[src/rtl/disp_pkg.sv]
// ============================================================================
//  disp_pkg
//  Shared display codes and scan-state encoding for the seven-segment display.
//  Revision: 1.0
// ============================================================================
`default_nettype none

package disp_pkg;

    localparam logic [3:0] CODE_D     = 4'd10;
    localparam logic [3:0] CODE_T     = 4'd11;
    localparam logic [3:0] CODE_V     = 4'd12;
    localparam logic [3:0] CODE_C     = 4'd13;
    localparam logic [3:0] CODE_BLANK = 4'd14;

    typedef enum logic [0:0] {
        BLANK = 1'b0,
        SHOW  = 1'b1
    } scan_state_t;

endpackage

`default_nettype wire

[src/rtl/lz_blank.sv]
// ============================================================================
//  lz_blank
//  Combinational leading-zero suppression; digit 0 is never replaced.
//  Revision: 1.0
// ============================================================================
`default_nettype none

module lz_blank
    import disp_pkg::*;
#(
    parameter int NUM_DIGITS = 4
) (
    input  logic                    i_enable,
    input  logic [4*NUM_DIGITS-1:0] i_codes,
    output logic [4*NUM_DIGITS-1:0] o_codes
);

    logic w_lead;

    always_comb begin
        o_codes = i_codes;
        w_lead  = i_enable;
        // Walk from the most significant digit; the first significant code ends blanking.
        for (int k = NUM_DIGITS - 1; k >= 1; k--) begin
            if (w_lead && ((i_codes[4*k +: 4] == 4'd0) || (i_codes[4*k +: 4] == CODE_BLANK))) begin
                o_codes[4*k +: 4] = CODE_BLANK;
            end else begin
                w_lead = 1'b0;
            end
        end
    end

endmodule

`default_nettype wire

[src/rtl/disp_scan.sv]
// ============================================================================
//  disp_scan
//  Multiplexed 7-segment scanner with shadow frame and frame-boundary commit.
//  Revision: 1.0
// ============================================================================
`default_nettype none

module disp_scan
    import disp_pkg::*;
#(
    parameter int NUM_DIGITS = 4,
    parameter int SCAN_DIV   = 1024,
    parameter int BLANK_CYC  = 2
) (
    input  logic                    Clock,
    input  logic                    nReset,
    input  logic                    load,
    input  logic [4*NUM_DIGITS-1:0] digits_in,
    input  logic                    blank_lz,
    output logic [3:0]              bcd_out,
    output logic [NUM_DIGITS-1:0]   digit_en,
    output logic                    frame_start
);

    localparam int PW = (SCAN_DIV > 1) ? $clog2(SCAN_DIV) : 1;
    localparam int IW = (NUM_DIGITS > 1) ? $clog2(NUM_DIGITS) : 1;
    localparam int FW = 4 * NUM_DIGITS;

    localparam logic [PW-1:0] c_PRESC_LAST = PW'(SCAN_DIV - 1);
    localparam logic [PW-1:0] c_BLANK_LAST = PW'(BLANK_CYC - 1);
    localparam logic [IW-1:0] c_IDX_LAST   = IW'(NUM_DIGITS - 1);

    logic [PW-1:0]         r_presc;
    logic [IW-1:0]         r_idx;
    scan_state_t           r_state;
    logic                  r_pending;
    logic [FW-1:0]         r_shadow;
    logic [FW-1:0]         r_frame;
    logic [3:0]            r_bcd_out;
    logic [NUM_DIGITS-1:0] r_digit_en;
    logic                  r_frame_start;

    logic                  w_terminal;
    logic                  w_wrap;
    logic                  w_commit;
    logic [PW-1:0]         w_presc_nxt;
    logic [IW-1:0]         w_idx_nxt;
    scan_state_t           w_state_nxt;
    logic [FW-1:0]         w_lz_frame;
    logic [FW-1:0]         w_frame_nxt;
    logic [3:0]            w_bcd_nxt;
    logic [NUM_DIGITS-1:0] w_en_nxt;

    lz_blank #(
        .NUM_DIGITS (NUM_DIGITS)
    ) u_lz_blank (
        .i_enable (blank_lz),
        .i_codes  (r_shadow),
        .o_codes  (w_lz_frame)
    );

    assign w_terminal  = (r_presc == c_PRESC_LAST);
    assign w_wrap      = w_terminal && (r_idx == c_IDX_LAST);
    assign w_commit    = w_wrap && r_pending;
    assign w_presc_nxt = w_terminal ? '0 : r_presc + 1'b1;
    assign w_idx_nxt   = w_terminal ? (w_wrap ? '0 : r_idx + 1'b1) : r_idx;
    assign w_frame_nxt = w_commit ? w_lz_frame : r_frame;

    always_comb begin
        w_state_nxt = r_state;
        case (r_state)
            BLANK:   w_state_nxt = (r_presc == c_BLANK_LAST) ? SHOW : BLANK;
            SHOW:    w_state_nxt = w_terminal ? BLANK : SHOW;
            default: w_state_nxt = BLANK;
        endcase
    end

    // Outputs are registered from next-state values so code and enable move on the same edge.
    assign w_bcd_nxt = w_frame_nxt[{w_idx_nxt, 2'b00} +: 4];
    assign w_en_nxt  = (w_state_nxt == SHOW) ? (NUM_DIGITS'(1) << w_idx_nxt) : '0;

    always_ff @(posedge Clock or negedge nReset) begin
        if (!nReset) begin
            r_presc       <= '0;
            r_idx         <= '0;
            r_state       <= BLANK;
            r_pending     <= 1'b0;
            r_shadow      <= {NUM_DIGITS{CODE_BLANK}};
            r_frame       <= {NUM_DIGITS{CODE_BLANK}};
            r_bcd_out     <= CODE_BLANK;
            r_digit_en    <= '0;
            r_frame_start <= 1'b0;
        end else begin
            r_presc       <= w_presc_nxt;
            r_idx         <= w_idx_nxt;
            r_state       <= w_state_nxt;
            r_frame       <= w_frame_nxt;
            r_bcd_out     <= w_bcd_nxt;
            r_digit_en    <= w_en_nxt;
            r_frame_start <= w_wrap;
            // A load coinciding with a commit keeps pending so the new data lands next frame.
            if (load) begin
                r_shadow  <= digits_in;
                r_pending <= 1'b1;
            end else if (w_commit) begin
                r_pending <= 1'b0;
            end
        end
    end

    assign bcd_out     = r_bcd_out;
    assign digit_en    = r_digit_en;
    assign frame_start = r_frame_start;

endmodule

`default_nettype wire

[config.mk]
export PLATFORM = sky130hd
export DESIGN_NAME = disp_scan
export DESIGN_NICKNAME = d
export VERILOG_FILES = /design/src/rtl/disp_pkg.sv /design/src/rtl/lz_blank.sv /design/src/rtl/disp_scan.sv
export SDC_FILE = /design/constraint.sdc
export NUM_CORES = 1
export LEC_CHECK = 0
export CAP_MARGIN = 20
export CORE_ASPECT_RATIO = 1.25
export CORE_MARGIN = 4
export CORE_UTILIZATION = 60
export DETAILED_ROUTE_END_ITERATION = 8
export PLACE_DENSITY_LB_ADDON = 0.1
export SLEW_MARGIN = 20
export SYNTH_ARGS = -nofsm -noshare
export SYNTH_HDL_FRONTEND = slang
export SYNTH_SLANG_ARGS = --single-unit
[constraint.sdc]
create_clock -name Clock -period 2.75 [get_ports Clock]
set_input_delay 0.55 -clock Clock [delete_from_list [all_inputs] [get_ports Clock]]
set_output_delay 0.55 -clock Clock [all_outputs]
set_load 0.01 [all_outputs]
==> results.cfg <==
[run_status]
status = completed

[global_routing]
grt_first_pass_wirelength_mm = 8.95
grt_usage = 0.221
grt_max_degree = 23
antenna_found_initial = 0
first_global_vias = 1918
grt_overflow = 0

[placed_design]
dpl-instance-area_mm2 = 0.00288
port_buffers = 28
dp_slack_ns = 0.260
gp_congestion = 0.956
dp_cells = 295
dp_hpwl_mm = 3.89

[synth]
yosysSeqAreaShare = 0.555
synth_top_area_frac = 0.279
muxShareOfSynthArea = 0.108
synth_ff_type = dfrtp_1
synth-adder-area-share = 0.0148
synth_seq_cells = 55
synth.largest_area_cell = dfstp_2
synth_top_family_by_area = simple AND/OR/NAND/NOR gates
avgSynthCellArea_um2 = 11.9
synth_edf_count = 0
synthSimpleGateAreaFrac = 0.155
synthTopCellsByCount = dfrtp_1 (28), dfstp_2 (27), nor2_1 (23), mux2_2 (20), inv_1 (10)
synth.most_common_cell = dfrtp_1
synth-xor-area-share = 0.0241
synth_nets = 237
synthArstFlopShare = 1.00
synthesis.area_mm2 = 0.00254
synth-compound-area-share = 0.111
yosys_warnings = 0
synthTopCellsByArea = dfstp_2 (28%), dfrtp_1 (28%), mux2_2 (8.9%), nor2_1 (3.4%), mux2i_1 (2.0%)
netlist-cell-type-count = 48
synth_cells = 214

[sta]
skew_ns = 0.00698
post-route-period-util = 0.860
finalCriticalPeriod_ns = 2.37
fmax_mhz = 423
slew_headroom = 0.443
tns_ns = 0
hold_viol = 0
drv_slew = 0
setup_viol = 0
rsz0062_at_grt = false
setup_ws_ns = 0.385
worst_pin_slew_ns = 0.833

[worst_setup_path]
start_kind = register
crit_required_ns = 3.00
crit_slowest_cell = and4_1
path_cells = ha_1 > and2_0 > and4_1 > nor2_1 > a211oi_1 > o32a_1
slowest_delay_ns = 0.65
cp-end-kind = register
path_max_fanout = 18
cp.arrival_ns = 2.61
worstSetupPathType = register to register

[pwr]
power_switching_mw = 0.323
vdd_drop_max_mv = 0.394
leakage_nw = 1.29
power.internal_mw = 1.17
pwr-share-comb = 0.068
switching_share = 0.216
seq_power_share = 0.582
clock_power_share = 0.350
pwr_density_cell_mw_per_mm2 = 500

[clock_network]
holdBufCountCts = 0
cts_buffer_depth = 2
numCtsBuffers = 5
htreeDepth = 2
cts-root-buf = clkbuf_8
insertion_delay_ns = 0.31
clkTransAtPathRegs_ns = 0.09
post-cts-setup-buffer-count = 0
clock_sinks = 55
cts_tree = built
cts_resized = 0

[floorplan]
core_area_mm2 = 0.00410
std_cell_rows = 26
num_io_pins = 29
die_y_um = 80.8
start_util = 0.620
die_w_um = 66.2
die_area_mm2 = 0.00535

[finish]
nets = 269
design_area_mm2 = 0.00299
final_cells = 303
syn_to_final_growth_pct = 17.7
drive_gt1_frac = 0.283
num_antenna_cells = 0

[routing]
first_iter_violations = 83
avgViaCountPerCell = 5.87
ant_nets = 0
num_vias = 1780
wirelength_mm = 5.11
dr.pass1.iters = 4
routedWlPerCell_um = 16.9
drcViolationCount = 0

[run]
maxCapViolCount = 0

[hold_path]
hold_class = input port to asynchronous set/reset pin
==> final timing paths <==
kind,startpoint,endpoint,slack [ns],cells past startpoint
worst max-delay path,r_presc[0],bcd_out[3],0.38,6
worst min-delay path,nReset,r_shadow[12],0.11,1
worst max register to register,r_presc[0],bcd_out[3],0.38,6
worst min register to register,r_frame[13],r_frame[13],0.50,2
max in group asynchronous,nReset,r_frame[10],2.01,2
min in group Clock,r_frame[13],r_frame[13],0.50,2
==> flip-flops by register name (all words and copies together) (netlist names) <==
| signal | cells |
|---|---|
| r_frame | 16 |
| r_shadow | 16 |
| r_presc | 10 |
| bcd_out | 4 |
| digit_en | 4 |
| r_idx | 2 |
| frame_start | 1 |
| r_pending | 1 |
| r_state | 1 |
==> cells by family after synthesis <==
kind of cell | Yosys count
flip-flops | 55
XOR/XNOR | 7
buffers and inverters | 18
adder cells (fa/ha/maj) | 3
multiplexers | 25
AND/OR/NAND/NOR | 70
AO/OA/AOI/OAI | 36
==> critical path, delay by kind of cell (launching register included) <==
kind / cells / cell delay, ns
AO/OA/AOI/OAI: 2 / 0.52
adder cells (fa/ha/maj): 1 / 0.25
flip-flops: 1 / 0.44
AND/OR/NAND/NOR: 3 / 1.10
==> layout by cell type (no fill, tap or decap), types with 4 or more instances in the layout <==
cell type,n
dfrtp_1,28
nor2_1,23
mux2i_1,5
mux2_2,20
a211oi_1,4
o21ai_0,4
nor3_1,7
nand3_1,8
nand2_1,8
clkdlybuf4s50_1,27
xor2_1,4
a21oi_1,9
inv_1,10
clkbuf_8,5
dfstp_2,27
buf_4,4
==> power groups by stage <==
stage | sequential, mW | combinational, mW | clock, mW
floorplan | 0.875 | 0.0500 | 0
detailed placement | 0.884 | 0.103 | 0
finish | 0.870 | 0.102 | 0.524
CTS | 0.870 | 0.103 | 0.538
global route | 0.874 | 0.112 | 0.576
global placement | 0.882 | 0.0972 | 0
==> through the flow <==
step	utilization	total power [mW]	hold WS [ns]
floorplan	-	0.925	0.254
global placement	0.703	0.979	0.444
detailed placement	0.703	0.987	0.453
CTS	0.730	1.51	0.113
global route	0.730	1.56	0.128
finish	0.730	1.50	0.110
==> area by class of cell <==
| type | instances | area (um2) |
|---|---|---|
| inverters | 11 | 43.8 |
| flip-flops and latches | 55 | 1410 |
| repair buffers | 32 | 305 |
| clock buffers | 5 | 68.8 |
| fillers | 313 | 1110 |
| well taps | 56 | 70.1 |
| multi-input cells | 141 | 1050 |
| clock inverters | 3 | 43.8 |
==> layer usage <==
metal / GRT usage / vias up / share of wire
met2: 0.416 / 25 / 0.58
li1: - / 827 / -
met4: 0.0854 / 0 / 0.023
met3: 0.0387 / 10 / 0.022
met5: 0 / - / 0
met1: 0.242 / 918 / 0.37
(Power assumes the default switching activity.)
